===== config.mk =====
export PLATFORM = sky130hd
export DESIGN_NAME = sdram_port_arbiter
export DESIGN_NICKNAME = d
export VERILOG_FILES = /design/src/rtl/sdram_arb_pkg.sv /design/src/rtl/sdram_rd_tag_fifo.sv /design/src/rtl/sdram_port_arbiter.sv
export SDC_FILE = /design/constraint.sdc
export NUM_CORES = 1
export LEC_CHECK = 0
export CORE_MARGIN = 2
export CORE_UTILIZATION = 31
export DETAILED_ROUTE_END_ITERATION = 8
export GPL_TIMING_DRIVEN = 0
export HOLD_SLACK_MARGIN = 0.02
export PLACE_DENSITY = 0.75
export SLEW_MARGIN = 30
export SYNTH_ARGS = -nofsm -noshare
export SYNTH_HDL_FRONTEND = slang
export SYNTH_SLANG_ARGS = --single-unit

===== constraint.sdc =====
create_clock -name iCLK -period 2.5 [get_ports iCLK]
set_clock_uncertainty 0.2 [all_clocks]
set_input_delay 0.25 -clock iCLK [delete_from_list [all_inputs] [get_ports iCLK]]
set_output_delay 0.25 -clock iCLK [all_outputs]
set_load 0.1 [all_outputs]

===== src/rtl/sdram_arb_pkg.sv =====
// Shared definitions for the SDRAM port arbiter: grant encodings and
// the read-response tags that route data back to the issuing port.
package sdram_arb_pkg;

   localparam logic [1:0] GNT_IDLE = 2'd0;
   localparam logic [1:0] GNT_A    = 2'd1;
   localparam logic [1:0] GNT_B    = 2'd2;

   typedef enum logic [1:0] {
      GRANT_IDLE = GNT_IDLE,
      GRANT_A    = GNT_A,
      GRANT_B    = GNT_B
   } grant_e;

   localparam logic TAG_A = 1'b0;
   localparam logic TAG_B = 1'b1;

endpackage


===== src/rtl/sdram_rd_tag_fifo.sv =====
// In-order queue of 1-bit read tags; the head tells which port owns the
// next read response coming back from the SDRAM controller.
module sdram_rd_tag_fifo
   import sdram_arb_pkg::*;
#(
   parameter int DEPTH = 8,
   parameter int CNT_W = $clog2(DEPTH) + 1
)(
   input  logic             clk,
   input  logic             rst_n,
   input  logic             push,
   input  logic             push_tag,
   input  logic             pop,
   output logic             head_tag,
   output logic             empty,
   output logic             full,
   output logic [CNT_W-1:0] count
);

   localparam int PTR_W = $clog2(DEPTH);
   localparam logic [CNT_W-1:0] FULL_CNT = CNT_W'(DEPTH);

   logic [DEPTH-1:0] mem;
   logic [PTR_W-1:0] wr_ptr;
   logic [PTR_W-1:0] rd_ptr;
   logic             do_push;
   logic             do_pop;

   assign empty    = (count == '0);
   assign full     = (count == FULL_CNT);
   assign do_pop   = pop & ~empty;
   assign do_push  = push & (~full | do_pop);
   assign head_tag = empty ? TAG_A : mem[rd_ptr];

   // Tag storage needs no reset; only the pointers define what is valid.
   always_ff @(posedge clk) begin
      if (do_push) begin
         mem[wr_ptr] <= push_tag;
      end
   end

   always_ff @(posedge clk or negedge rst_n) begin
      if (!rst_n) begin
         wr_ptr <= '0;
         rd_ptr <= '0;
         count  <= '0;
      end else begin
         if (do_push) begin
            wr_ptr <= wr_ptr + 1'b1;
         end
         if (do_pop) begin
            rd_ptr <= rd_ptr + 1'b1;
         end
         count <= count + CNT_W'(do_push) - CNT_W'(do_pop);
      end
   end

endmodule


===== src/rtl/sdram_port_arbiter.sv =====
// Shares one Avalon-MM SDRAM slave between the VGA line fetcher (port A,
// priority reads) and the frame loader (port B, writes and verify reads).
module sdram_port_arbiter
   import sdram_arb_pkg::*;
#(
   parameter int ADDR_W      = 25,
   parameter int DATA_W      = 16,
   parameter int MAX_PENDING = 8,
   parameter int MAX_RUN     = 16
)(
   input  logic                         iCLK,
   input  logic                         iRST_N,
   input  logic                         iA_RD,
   input  logic [ADDR_W-1:0]            iA_ADDR,
   output logic                         oA_WAIT,
   output logic [DATA_W-1:0]            oA_RDDATA,
   output logic                         oA_RDVALID,
   input  logic                         iB_RD,
   input  logic                         iB_WR,
   input  logic [ADDR_W-1:0]            iB_ADDR,
   input  logic [DATA_W-1:0]            iB_WDATA,
   output logic                         oB_WAIT,
   output logic [DATA_W-1:0]            oB_RDDATA,
   output logic                         oB_RDVALID,
   output logic [ADDR_W-1:0]            oS_ADDR,
   output logic                         oS_READ_N,
   output logic                         oS_WRITE_N,
   output logic [DATA_W-1:0]            oS_WDATA,
   input  logic                         iS_WAIT,
   input  logic                         iS_RDVALID,
   input  logic [DATA_W-1:0]            iS_RDDATA,
   output logic [1:0]                   oGRANT,
   output logic [$clog2(MAX_PENDING):0] oPENDING,
   output logic                         oERR
);

   localparam int PEND_W = $clog2(MAX_PENDING) + 1;
   localparam int RUN_W  = $clog2(MAX_RUN + 1);
   localparam logic [RUN_W-1:0] RUN_LAST = RUN_W'(MAX_RUN - 1);

   grant_e           gnt;
   grant_e           gnt_nxt;
   logic [RUN_W-1:0] run_cnt;
   logic             err;

   logic b_req;
   logic gnt_req;
   logic gnt_rd;
   logic blocked;
   logic accepted;
   logic stalled;

   logic fifo_full;
   logic fifo_empty;
   logic head_tag;
   logic tag_push;
   logic tag_pop;
   logic push_tag;

   assign b_req = iB_RD | iB_WR;

   // What the granted port is asking for; a B write beats a simultaneous B read.
   always_comb begin
      gnt_req = 1'b0;
      gnt_rd  = 1'b0;
      case (gnt)
         GRANT_A: begin
            gnt_req = iA_RD;
            gnt_rd  = 1'b1;
         end
         GRANT_B: begin
            gnt_req = b_req;
            gnt_rd  = ~iB_WR;
         end
         default: begin
            gnt_req = 1'b0;
            gnt_rd  = 1'b0;
         end
      endcase
   end

   assign blocked  = gnt_req & gnt_rd & fifo_full;
   assign accepted = gnt_req & ~blocked & ~iS_WAIT;
   assign stalled  = gnt_req & ~blocked & iS_WAIT;

   // A blocked read is hidden from the slave so the tag queue cannot overflow.
   always_comb begin
      oS_ADDR    = '0;
      oS_WDATA   = '0;
      oS_READ_N  = 1'b1;
      oS_WRITE_N = 1'b1;
      oA_WAIT    = 1'b1;
      oB_WAIT    = 1'b1;
      case (gnt)
         GRANT_A: begin
            oS_ADDR   = iA_ADDR;
            oS_READ_N = ~(iA_RD & ~blocked);
            oA_WAIT   = iS_WAIT | blocked;
         end
         GRANT_B: begin
            oS_ADDR    = iB_ADDR;
            oS_WDATA   = iB_WDATA;
            oS_WRITE_N = ~iB_WR;
            oS_READ_N  = ~(iB_RD & ~iB_WR & ~blocked);
            oB_WAIT    = iS_WAIT | blocked;
         end
         default: begin
            oS_ADDR = '0;
         end
      endcase
   end

   // A stalled command must stay on the bus, so the grant is frozen then.
   always_comb begin
      gnt_nxt = gnt;
      if (!stalled) begin
         case (gnt)
            GRANT_A: begin
               if (accepted) begin
                  gnt_nxt = (b_req && run_cnt == RUN_LAST) ? GRANT_B : GRANT_A;
               end else begin
                  gnt_nxt = b_req ? GRANT_B : GRANT_IDLE;
               end
            end
            GRANT_IDLE, GRANT_B: begin
               if (iA_RD) begin
                  gnt_nxt = GRANT_A;
               end else if (b_req) begin
                  gnt_nxt = GRANT_B;
               end else begin
                  gnt_nxt = GRANT_IDLE;
               end
            end
            default: gnt_nxt = GRANT_IDLE;
         endcase
      end
   end

   always_ff @(posedge iCLK or negedge iRST_N) begin
      if (!iRST_N) begin
         gnt     <= GRANT_IDLE;
         run_cnt <= '0;
         err     <= 1'b0;
      end else begin
         gnt <= gnt_nxt;
         if (!b_req || gnt_nxt != GRANT_A) begin
            run_cnt <= '0;
         end else if (gnt == GRANT_A && accepted) begin
            run_cnt <= run_cnt + 1'b1;
         end
         if ((iB_RD & iB_WR) | (iS_RDVALID & fifo_empty)) begin
            err <= 1'b1;
         end
      end
   end

   assign tag_push = accepted & gnt_rd;
   assign push_tag = (gnt == GRANT_B) ? TAG_B : TAG_A;
   assign tag_pop  = iS_RDVALID & ~fifo_empty;

   sdram_rd_tag_fifo #(
      .DEPTH (MAX_PENDING),
      .CNT_W (PEND_W)
   ) u_tag_fifo (
      .clk      (iCLK),
      .rst_n    (iRST_N),
      .push     (tag_push),
      .push_tag (push_tag),
      .pop      (tag_pop),
      .head_tag (head_tag),
      .empty    (fifo_empty),
      .full     (fifo_full),
      .count    (oPENDING)
   );

   assign oA_RDVALID = tag_pop & (head_tag == TAG_A);
   assign oB_RDVALID = tag_pop & (head_tag == TAG_B);
   assign oA_RDDATA  = iS_RDDATA;
   assign oB_RDDATA  = iS_RDDATA;
   assign oGRANT     = gnt;
   assign oERR       = err;

endmodule


Word level (Yosys, flattened, before mapping):

Index checks and enable logic that the tools add are counted.

* register bits: 26
* bits of input ports: 89
* output and inout port bits: 86
* logic and storage cells: 80

* add/subtract/negate cells: 5
* $lt $le $gt $ge: 3
* eq/ne operators: 5
* muxes and demuxes: 23
* bitwise logic cells: 28
* reduce and logical (&&, ||, !) cells: 9

Operators with widths (number)
* $pmux 25 s2: 1
* $and 1x1->1: 16
* $mux 16: 1
* $mux 2: 5
* $mux 5: 2
* $bwmux 8: 1
* $lt 3x4->1 const B: 2
* $not 1->1: 8
* $mux 1: 7
* $add 3x1->3 const B: 2
* $pmux 1 s2: 3
* $add 5x1->5 const B: 1
* $eq 5x4->1 const B: 1
* $add 4x1->4: 1
* $eq 4x4->1 const B: 1
* $logic_not 4->1: 1
* $or 1x1->1: 4
* $pmux 2 s2: 1
* $sub 4x1->4: 1
* $bmux 1 s3: 1
* $demux 1 s3: 1
* $ge 3x1->1 const B: 1
* $logic_and 1x1->1: 3
* $eq 2x1->1 const B: 1
* 7 further kinds: 7

Logic depth before layout (Yosys ltp):

* depth in word-level cells: 13
* gate-level depth with buffers: 11
* gate-level depth less buffers: 11

Cells and area by module:

From an unflattened synthesis, not the netlist that was laid out.

* cell total of the unflattened synthesis: 257
* area, all modules: 2407.3 um^2

By module, submodules not included
* sdram_port_arbiter: instances 1, cells an instance 184, area an instance 1480.2 um^2, seq. area each 200.2 um^2
* sdram_rd_tag_fifo: instances 1, cells an instance 73, area an instance 927.1 um^2, seq. area each 490.5 um^2

Least setup slack after synthesis:

Ideal clock, no wire load.

* path kind: flip-flop to output port
* start point: register gnt[1] (netlist: oGRANT[1])
* end point: output port oS_ADDR[0]
* data arrival time: 3396 ps
* data required time: 2050 ps
* path slack: -1346 ps
* cell stages (with the launch flop): 6
* path buffers: 2
* cell sequence: dfrtp_1 ha_1 buf_2 buf_1 a22oi_1 nor2b_1

* cells in the longest elaborated chain, start to end: 2
* elaborated cells between the ends (all ways): 3
* those cells by class: eq/ne (2); mux (1)

RTL lines
* from (decl): RTL line sdram_port_arbiter.sv:41 `grant_e gnt;`
* from (signal assigned): RTL line sdram_port_arbiter.sv:145 `gnt <= gnt_nxt;`
* $eq 2x2->1 or $eq 2x1->1 (tied branches): RTL line sdram_port_arbiter.sv:94 `case (gnt)`
* $pmux 25 s2 *: RTL line sdram_port_arbiter.sv:94
* to (decl): RTL line sdram_port_arbiter.sv:25 `output logic [ADDR_W-1:0] oS_ADDR,`

Every way passes the cells marked *; elsewhere a longest branch is shown, timed or not.

Final worst setup path:

* start point: register gnt[1] (netlist: oGRANT[1])
* end point: output port oGRANT[1]

RTL lines
* to (decl): RTL line sdram_port_arbiter.sv:32 `output logic [1:0] oGRANT,`

No word-level cell between the ends.

==> results.toml <==
[routing]
wl_per_cell_um = 15.1
drtAntennaViolNets = 0
drtIter0Drc = 55
drtPass1Iterations = 4
routed_wl_um = 7780
drt-vias-per-instance = 4.62
vias = 2380
drc = 0

[pwr]
total_power_mw = 6.05
switching_power_mw = 3.68
powerDensity_mw_per_mm2 = 1390
internal-power_mw = 2.37
p_comb_share_pct = 82.3
sw_frac_of_total_pct = 60.9
ir_drop_mv = 0.970
power_frac_clock_pct = 5.7
leakage_nw = 1.89
seqPwrFrac_pct = 12.0

[global_route]
grt_max_degree = 19
grt_use_met1_pct = 22.7
top_usage_layer = "met2"
grt_first_pass_wirelength_um = 11100
gr-total-overflow = 0
track_usage_pct = 17.8
grtUsageMet3_pct = 3.14
grt_use_met2_pct = 31.1
antenna_found_initial = 0
first_global_vias = 2240

[floorplanning]
rows = 31
die_w_um = 89.2
dieArea_mm2 = 0.00796
dieHeight_um = 89.2
io_pins = 175
core_region_area_mm2 = 0.00714
start_util_pct = 31.5

[clock_network]
numCtsBuffers = 3
clock-root-buffer = "clkbuf_8"
cts_sinks = 26
cts_max_path_buffers = 2
cts_max_level = 1
hold_buffers = 0
cts_tree = "done"
clkLatencyLatePin_ns = 0.27
path_clk_slew_ns = 0.09

[yosys]
synth.avg_cell_area_um2 = 9.04
synthFlopType = "dfrtp_1"
synth.distinct_cells = 45
synth_area_mm2 = 0.00225
yosysSeqAreaShare_pct = 30.7
netlist_instances = 249
yosys_warnings = 0
synth_edf_count = 8
synthArstFlopShare_pct = 69.2
ys_ff_latch = 26
syn_nets = 353

[place]
dp_cells = 506
port_buffers = 158
dpl-instance-area_mm2 = 0.00424
gp_congestion = 0.766
dp.final_hpwl_um = 6510

[setup_path]
r2r_start = "u_tag_fifo.count[2]"
crit_fanout = 4
worstPathRequired_ns = 2.05
crit_path_end_kind = "output port"
startpoint = "oGRANT[1]"
arrival_ns = 1.98
critPathKind = "reg2out"
cp-start-kind = "flop"

[finish]
final_cell_mix = "clkdlybuf4s50_1 (111), buf_4 (61), a22oi_1 (25), nor2b_4 (25), buf_6 (22)"
postLayoutCellArea_mm2 = 0.00436
antennaDiodeCount = 0
final_common_cell = "clkdlybuf4s50_1"
area_delta_synth_final_pct = 93.6
fin_nets = 521
final_cells = 515
layout-drive-gt1-share_pct = 41.8

[timing]
worst_pin_slew_ns = 0.991
report.final.slew_viol_count = 0
rsz0062_at_grt = "yes"
post-route-period-util_pct = 97.3
fmax_mhz = 411
fin_crit_ns = 2.43
hold_viol_final = 0
slew_headroom_pct = 33.7
setup-violations-final = 0

[run_status]
status = "finished clean"

[hold_path]
hold_class = "in2async"

[job]
cap_viol_max_count = 0
path summary, 6_finish.rpt:
check	endpoint	slack, ns	depth (start not counted)
setup / recovery	oGRANT[1]	0.07	2
hold / removal	u_tag_fifo.rd_ptr[1]	0.25	1
setup reg to reg	u_tag_fifo.count[2]	0.07	10
hold reg to reg	u_tag_fifo.rd_ptr[2]	0.29	1
max in group asynchronous	u_tag_fifo.count[2]	1.24	1
min in group iCLK	u_tag_fifo.rd_ptr[2]	0.29	1
through the flow:
step / setup TNS, ns / hold WS (ns) / util, % / setup slack [ns]
floorplan: -0.0535 / -0.246 / - / -0.0443
global placement: -27.42 / 0.271 / 59.5 / -0.668
detailed placement: -28.89 / 0.279 / 59.5 / -0.680
CTS: 0 / 0.287 / 60.0 / 0.000148
global route: -0.0587 / 0.314 / 61.1 / -0.0341
finish: 0 / 0.248 / 61.1 / 0.0673
power groups by stage:
stage	Combinational (mW)	Sequential (mW)	Clock [mW]
2_1_floorplan	3.52	1.05	0
3_3_place_gp	4.82	0.725	0
3_5_place_dp	4.86	0.732	0
4_1_cts	4.90	0.731	0.358
5_1_grt	5.21	0.750	0.376
6_report	4.98	0.726	0.346
Yosys cell counts (all sizes together), types with 2 or more instances:
cell	count	area share, %
o22ai	2	0.83
buf	38	12
nor2b	27	7.5
mux2i	2	0.89
xor2	4	1.6
nor3	2	0.44
nand2	13	2.2
mux4	2	2.0
nand3	2	0.44
a22oi	25	8.3
nand2b	5	1.4
xnor2	5	1.9
and2	17	4.7
and3	2	0.56
nor4	5	1.4
inv	14	2.3
dfrtp	18	20
a21o	2	0.67
clkbuf	6	1.0
o21ai	5	1.1
a21oi	3	0.83
ha	14	7.8
edfxtp	8	11
nor2	14	2.4
cell families after synthesis:
group / after synthesis / synth area share (%)
adders and majority gates: 15 / 8.67
DFF: 26 / 30.7
muxes: 5 / 3.39
buffers and inverters: 58 / 15.4
AOI/OAI and AO/OA: 44 / 14.6
and+or+nand+nor: 92 / 23.7
xor gates and xnor gates: 9 / 3.50
sequential cells by signal (all words and copies together) (netlist names):
name               cells
oGRANT                 2
oERR                   1
u_tag_fifo.count       4
u_tag_fifo.rd_ptr      3
run_cnt                5
u_tag_fifo.mem         8
u_tag_fifo.wr_ptr      3
per-layer routing:
layer	wire length [um]	vias up
li1	-	1162
met5	0	-
met4	166	0
met3	535	11
met1	3190	1113
met2	3900	94
timing repair:
action	4_1_cts	5_1_grt
buffers inserted	1	4
setup endpoints to repair	49	32
gates resized for setup	303	17
pin swaps	1	4
critical path, cell delays in order, from the launching register on:
cell	delay (ns)
dfrtp_4	0.46
buf_4	0.12
clkdlybuf4s50_1	1.13
cell type report:
class	count	area (um^2)
plain buffers	44	324
clock buffers	3	41.3
clock inverters	1	30.0
fillers	639	2780
inverters	14	55.1
multi-input cells	165	1500
flip-flops and latches	26	709
well taps	99	124
repair buffers	163	1580
(Power assumes the default switching activity.)
